File: src/rtl/core_pkg.sv
// Shared definitions for the core op/in/out stimulus driver: protocol widths,
// the default load op code and the sequencer state encoding.
package core_pkg;

  localparam int CORE_OP_W      = 4;
  localparam int CORE_DATA_W    = 8;
  localparam int CORE_OUT_W     = 14;
  localparam int CORE_LOAD_MODE = 0;

  typedef enum logic [2:0] {
    S_IDLE     = 3'd0,
    S_WAIT_RDY = 3'd1,
    S_ISSUE    = 3'd2,
    S_GAP      = 3'd3,
    S_LOAD     = 3'd4,
    S_DRAIN    = 3'd5,
    S_DONE     = 3'd6
  } state_t;

endpackage

File: src/rtl/core_out_checker.sv
// Compares every DUT output word against the golden ROM and keeps the
// error count, first-mismatch index and overflow flag for one run.
module core_out_checker
  import core_pkg::*;
#(
  parameter int OUT_W = CORE_OUT_W,
  parameter int GD_AW = 12
) (
  input  logic             i_clk,
  input  logic             i_rst,
  input  logic             i_clear,
  input  logic             i_en,
  input  logic [GD_AW:0]   i_gold_num,
  input  logic             i_out_valid,
  input  logic [OUT_W-1:0] i_out_data,
  output logic [GD_AW-1:0] o_gd_addr,
  input  logic [OUT_W-1:0] i_gd_rdata,
  output logic [GD_AW:0]   o_gd_cnt,
  output logic [15:0]      o_err_cnt,
  output logic [GD_AW-1:0] o_first_err_idx,
  output logic             o_overflow
);

  logic [GD_AW:0] gd_cnt;
  logic           err_seen;
  logic [15:0]    err_inc;

  assign err_inc   = (o_err_cnt == 16'hFFFF) ? o_err_cnt : o_err_cnt + 16'd1;
  assign o_gd_addr = gd_cnt[GD_AW-1:0];
  assign o_gd_cnt  = gd_cnt;

  always_ff @(posedge i_clk or posedge i_rst) begin
    if (i_rst) begin
      gd_cnt          <= '0;
      err_seen        <= 1'b0;
      o_err_cnt       <= '0;
      o_first_err_idx <= '0;
      o_overflow      <= 1'b0;
    end else if (i_clear) begin
      gd_cnt          <= '0;
      err_seen        <= 1'b0;
      o_err_cnt       <= '0;
      o_first_err_idx <= '0;
      o_overflow      <= 1'b0;
    end else if (i_en && i_out_valid) begin
      // Words beyond the expected count are errors but never advance the address.
      if (gd_cnt == i_gold_num) begin
        o_overflow <= 1'b1;
        o_err_cnt  <= err_inc;
      end else begin
        gd_cnt <= gd_cnt + 1'b1;
        if (i_out_data != i_gd_rdata) begin
          o_err_cnt <= err_inc;
          if (!err_seen) begin
            o_first_err_idx <= gd_cnt[GD_AW-1:0];
            err_seen        <= 1'b1;
          end
        end
      end
    end
  end

endmodule

File: src/rtl/core_stim_driver.sv
// Stimulus/checker engine: fetches ops from a ROM, issues them to the DUT,
// streams load bursts, checks DUT output and guards the run with a watchdog.
module core_stim_driver
  import core_pkg::*;
#(
  parameter int OP_W      = CORE_OP_W,
  parameter int DATA_W    = CORE_DATA_W,
  parameter int OUT_W     = CORE_OUT_W,
  parameter int OP_AW     = 10,
  parameter int IN_AW     = 11,
  parameter int GD_AW     = 12,
  parameter int LOAD_MODE = CORE_LOAD_MODE,
  parameter int TO_W      = 16
) (
  input  logic              i_clk,
  input  logic              i_rst,
  input  logic              i_start,
  input  logic [OP_AW:0]    i_op_num,
  input  logic [IN_AW:0]    i_in_num,
  input  logic [GD_AW:0]    i_gold_num,
  input  logic [TO_W-1:0]   i_timeout,
  output logic [OP_AW-1:0]  o_op_addr,
  input  logic [OP_W-1:0]   i_op_rdata,
  output logic [IN_AW-1:0]  o_in_addr,
  input  logic [DATA_W-1:0] i_in_rdata,
  output logic [GD_AW-1:0]  o_gd_addr,
  input  logic [OUT_W-1:0]  i_gd_rdata,
  output logic              o_op_valid,
  output logic [OP_W-1:0]   o_op_mode,
  input  logic              i_op_ready,
  output logic              o_in_valid,
  output logic [DATA_W-1:0] o_in_data,
  input  logic              i_in_ready,
  input  logic              i_out_valid,
  input  logic [OUT_W-1:0]  i_out_data,
  output logic              o_busy,
  output logic              o_done,
  output logic [15:0]       o_err_cnt,
  output logic [GD_AW-1:0]  o_first_err_idx,
  output logic              o_timeout,
  output logic              o_overflow,
  output state_t            o_dbg_state
);

  // Handshakes: an op transfers in the single ISSUE cycle (the DUT's ready was
  // already seen in WAIT_RDY); an in-word transfers on any edge where
  // o_in_valid & i_in_ready; DUT output words transfer whenever i_out_valid.
  state_t            state, state_nx;
  logic [OP_AW:0]    op_idx, op_num_q;
  logic [IN_AW:0]    in_idx, in_num_q;
  logic [GD_AW:0]    gold_num_q, gd_cnt;
  logic [TO_W-1:0]   to_q, idle_cnt;
  logic [OP_W-1:0]   op_mode_q;
  logic              timeout_q;
  logic              start_ok, busy, op_fire, in_fire, in_last, progress, timeout_hit;

  assign busy        = (state != S_IDLE) && (state != S_DONE);
  assign start_ok    = i_start && !busy;
  assign op_fire     = (state == S_ISSUE);
  assign in_fire     = (state == S_LOAD) && i_in_ready;
  assign in_last     = ((in_idx + 1'b1) == in_num_q);
  assign progress    = op_fire || in_fire || i_out_valid;
  assign timeout_hit = busy && !progress && (to_q != '0) && ((idle_cnt + 1'b1) == to_q);

  always_comb begin
    state_nx = state;
    case (state)
      S_IDLE, S_DONE: if (i_start) state_nx = (i_op_num == '0) ? S_DRAIN : S_WAIT_RDY;
      S_WAIT_RDY:     if (i_op_ready) state_nx = S_ISSUE;
      S_ISSUE:        state_nx = ((op_mode_q == OP_W'(LOAD_MODE)) && (in_num_q != '0)) ? S_LOAD : S_GAP;
      S_GAP:          state_nx = (op_idx < op_num_q) ? S_WAIT_RDY : S_DRAIN;
      S_LOAD:         if (in_fire && in_last) state_nx = S_GAP;
      S_DRAIN:        if (gd_cnt == gold_num_q) state_nx = S_DONE;
      default:        state_nx = S_IDLE;
    endcase
    if (timeout_hit) state_nx = S_DONE;
  end

  always_ff @(posedge i_clk or posedge i_rst) begin
    if (i_rst) begin
      state      <= S_IDLE;
      op_idx     <= '0;
      in_idx     <= '0;
      op_num_q   <= '0;
      in_num_q   <= '0;
      gold_num_q <= '0;
      to_q       <= '0;
      idle_cnt   <= '0;
      op_mode_q  <= '0;
      timeout_q  <= 1'b0;
    end else begin
      state <= state_nx;
      if (start_ok) begin
        op_idx     <= '0;
        in_idx     <= '0;
        op_num_q   <= i_op_num;
        in_num_q   <= i_in_num;
        gold_num_q <= i_gold_num;
        to_q       <= i_timeout;
        idle_cnt   <= '0;
        op_mode_q  <= '0;
        timeout_q  <= 1'b0;
      end else begin
        if ((state == S_WAIT_RDY) && i_op_ready) op_mode_q <= i_op_rdata;
        if (op_fire) op_idx <= op_idx + 1'b1;
        // Each burst restarts at address 0.
        if (in_fire) in_idx <= in_last ? '0 : in_idx + 1'b1;
        idle_cnt <= (busy && !progress) ? idle_cnt + 1'b1 : '0;
        if (timeout_hit) timeout_q <= 1'b1;
      end
    end
  end

  core_out_checker #(
    .OUT_W(OUT_W),
    .GD_AW(GD_AW)
  ) u_checker (
    .i_clk           (i_clk),
    .i_rst           (i_rst),
    .i_clear         (start_ok),
    .i_en            (state != S_IDLE),
    .i_gold_num      (gold_num_q),
    .i_out_valid     (i_out_valid),
    .i_out_data      (i_out_data),
    .o_gd_addr       (o_gd_addr),
    .i_gd_rdata      (i_gd_rdata),
    .o_gd_cnt        (gd_cnt),
    .o_err_cnt       (o_err_cnt),
    .o_first_err_idx (o_first_err_idx),
    .o_overflow      (o_overflow)
  );

  // Valids decode straight from state so an async reset drops them at once.
  assign o_op_valid  = (state == S_ISSUE);
  assign o_in_valid  = (state == S_LOAD);
  assign o_in_data   = o_in_valid ? i_in_rdata : '0;
  assign o_in_addr   = in_idx[IN_AW-1:0];
  assign o_op_addr   = op_idx[OP_AW-1:0];
  assign o_op_mode   = op_mode_q;
  assign o_busy      = busy;
  assign o_done      = (state == S_DONE);
  assign o_timeout   = timeout_q;
  assign o_dbg_state = state;

endmodule

File: config.mk
export PLATFORM = sky130hd
export DESIGN_NAME = core_stim_driver
export DESIGN_NICKNAME = d
export VERILOG_FILES = /design/src/rtl/core_pkg.sv /design/src/rtl/core_out_checker.sv /design/src/rtl/core_stim_driver.sv
export SDC_FILE = /design/constraint.sdc
export NUM_CORES = 1
export LEC_CHECK = 0
export ABC_AREA = 1
export ABC_CLOCK_PERIOD_IN_PS = 6000
export CAP_MARGIN = 30
export CORE_ASPECT_RATIO = 1.2
export CORE_MARGIN = 8
export CORE_UTILIZATION = 35
export DETAILED_ROUTE_END_ITERATION = 6
export MAX_ROUTING_LAYER = met4
export RECOVER_POWER = 100
export SYNTH_ARGS = -nofsm -noshare
export SYNTH_HDL_FRONTEND = slang
export SYNTH_SLANG_ARGS = --single-unit
File: constraint.sdc
create_clock -name i_clk -period 6 [get_ports i_clk]
set_input_delay 0.6 -clock i_clk [delete_from_list [all_inputs] [get_ports i_clk]]
set_output_delay 0.6 -clock i_clk [all_outputs]
set_load 0.02 [all_outputs]
==> run metrics <==
status complete, no violations; Clock transition at path regs about 0.07 ns; Synth Net Count about 1.2k; PwrDens between 300 and 400 nW/um2; Synth cell types about 50; initial drt markers 422; Final Critical Period 3.45 ns; Critical Path Source Type flop; synthesized cell area between 8000 and 9000 um2; Seq/Total Area, Yosys 0.416; Post-CTS Setup Repair Bufs 0; Slew Limit Fails 0; FF+latch count, synth 142; DRT Wirelength 24.6 mm; Final Hold Vio Count 0; LEAKAGE ~0.0052 uW; WL met1 about 10 mm; met3 WL 1.12 mm; root buf cell clkbuf_16; cts repair resizes 0; Cell Rows 62; Starting Density 0.356; Worst Skew approximately 0.017 ns; Post-synth top flop dfrtp_1; dpl ws 2.86 ns; CP arrival roughly 3.8 ns; routed length on met2 around 13 mm; Top Layer Used met4; Placed Area 10,300 um2; Vias between 7k and 8k; die area 29,600 um2; Die Width roughly 160 um; maxcap violations 0; Hold Path Class flop to flop; First-pass DRT Iterations 5; hold buffer count at cts 0; Core Area between 20,000 and 25,000 um2; Async S/R FF share, synth 1.00; Filler Cell Count ~2.4k; crit path max fanout 39; Num CTS Buffers 17; number of global-route vias before repair 7,662; Clock Latency Late Sink 0.42 ns; die height roughly 190 um; # setup viols final 0; GR Util All Layers 0.174; setup TNS 0 ns; Avg Inst Size Synth roughly 7.6 um2; post-DR wirelength/cell 15.4 um; I/O pins between 150 and 200; Slew HR 0.311; critical path required time 6.31 ns; multi-input logic area ~4000 um2; fin nets between 1k and 1.5k; PnR worst setup slack about 2.6 ns; DRC viols 0; Crit Path Class flop to flop; Period Utilization, post-route 0.575; Synth area leader dfrtp_1; H-tree depth 4; post-DP HPWL approximately 19 mm; unrepaired setup endpoints after global routing false; crit path capture type flop; slew at the pin closest to its max-slew limit roughly 1.0 ns; TritonCTS Sinks 142; initial antenna violation count 1; TritonCTS clock tree yes; port bufs 179; DRT antenna net count 0; first-pass GRT wire length between 40 and 50 mm; Routability Congestion between 0.8 and 0.9; Max IR drop VDD approximately 0.18 mV; pin count of the biggest net entering global routing between 100 and 150; Max Fclk 0.290 GHz; number of synthesized flops with an enable pin 0; Synth top area share 0.416; GR Overflow Total 0; register area 3550 um2; vias per inst around 4.9; final instance area ~11,000 um2; fraction of layout cells with a size suffix above 1 0.0563; synth top area cells dfrtp_1 (42%), nand2_1 (13%), nand3_1 (6.0%), inv_1 (5.8%), nor2_1 (4.2%); Syn Inst Count approximately 1.1k; synthesis warning total 0; maximum buffer depth of the clock tree 2; Area Growth Syn to Fin 28.1%
## worst paths after layout
| kind | start | end | slack, ns | depth (start not counted) |
|---|---|---|---|---|
| max in group asynchronous | i_rst | u_checker.o_gd_cnt[1] | 3.93 | 3 |
| setup reg to reg | o_dbg_state[1] | u_checker.o_err_cnt[3] | 2.55 | 9 |
| setup / recovery | o_dbg_state[1] | u_checker.o_err_cnt[3] | 2.55 | 9 |
| min in group asynchronous | i_rst | op_num_q[6] | 0.85 | 2 |
| hold / removal | u_checker.o_first_err_idx[11] | u_checker.o_first_err_idx[11] | 0.47 | 2 |
| hold reg to reg | u_checker.o_first_err_idx[11] | u_checker.o_first_err_idx[11] | 0.47 | 2 |
## power by group
group	internal [uW]	leakage, uW	switching [uW]
clock network	662	0.000303	447
registers	1240	0.00187	273
logic	610	0.00298	1000
## synth_stat cells, drive strengths merged (2+ instances only)
cell type	instances
inv	135
xnor2	12
o31ai	7
dfrtp	142
nand2	307
nor4	12
nor3b	2
nor3	27
buf	53
a21oi	23
nand4	32
xnor3	2
nand3	109
o211ai	2
a31oi	3
ha	15
o21bai	3
a211oi	2
clkbuf	11
nor2	108
xor2	29
nand3b	4
or2	3
o21ai	76
## layout make-up
class | instances | share of cell area
clock inverter | 15 | 0.0168
inverter | 135 | 0.0468
clock buffer | 17 | 0.0389
sequential | 142 | 0.325
antenna | 1 | 0.000229
multi-input combinational | 786 | 0.366
timing repair buffer | 185 | 0.170
tap | 320 | 0.0366
## registers in the layout, summed over array words and instances (netlist names), 11 cells and up
name,count
gold_num_q,13
idle_cnt,16
in_idx,12
in_num_q,12
op_idx,11
op_num_q,11
to_q,16
u_checker.o_err_cnt,16
u_checker.o_first_err_idx,12
u_checker.o_gd_cnt,13
## worst max-delay path, cell delays in order (launching register included)
cell and delay (ns):
dfrtp_1 0.48, nand2_1 0.29, nor2_1 0.10, nor2_1 0.33, nor2_4 0.04, inv_1 0.75, buf_4 0.52, nand2_1 0.49
a21oi_1 0.26, nor2_1 0.06
## layer usage
layer  vias up  global-route usage
li1       3917                   -
met1      3687               0.205
met5         -                   -
met2       175               0.293
met3        32              0.0333
met4         0              0.0563
## cells in the final DEF (no fill, tap or decap), drive strengths merged, types with 18 or more instances in the layout
| master | netlist | final |
|---|---|---|
| nand3 | 109 | 109 |
| clkdlybuf4s50 | 0 | 96 |
| dlygate4sd3 | 0 | 83 |
| nor2 | 108 | 108 |
| clkbuf | 11 | 18 |
| nand4 | 32 | 32 |
| inv | 135 | 141 |
| xor2 | 29 | 29 |
| nor3 | 27 | 27 |
| nand2 | 307 | 307 |
| a21oi | 23 | 23 |
| o21ai | 76 | 76 |
| dfrtp | 142 | 142 |
## metrics by stage
stage / hold slack (ns) / utilization / cells / total power (uW)
final: 0.466 / 0.456 / 1601 / 4240
after global routing: 0.492 / 0.456 / 1601 / 4570
after CTS: 0.476 / 0.457 / 1599 / 4360
after detailed placement: 0.458 / 0.432 / 1567 / 3240
after global placement: 0.457 / 0.431 / 1566 / 3200
after floorplan: 0.442 / - / 1127 / 2660
## kinds of logic (layout without fill, tap and decap cells)
| logic type | after synthesis | after routing | share of synthesized area |
|---|---|---|---|
| flip-flops | 142 | 142 | 0.416 |
| AND/OR/NAND/NOR | 606 | 606 | 0.324 |
| AO/OA/AOI/OAI | 122 | 122 | 0.0823 |
| other | 0 | 1 | 0 |
| XOR/XNOR | 43 | 43 | 0.0474 |
| adder cells (fa/ha/maj) | 15 | 15 | 0.0220 |
| buffers and inverters | 199 | 352 | 0.108 |
Power figures use the tool's default switching activity.
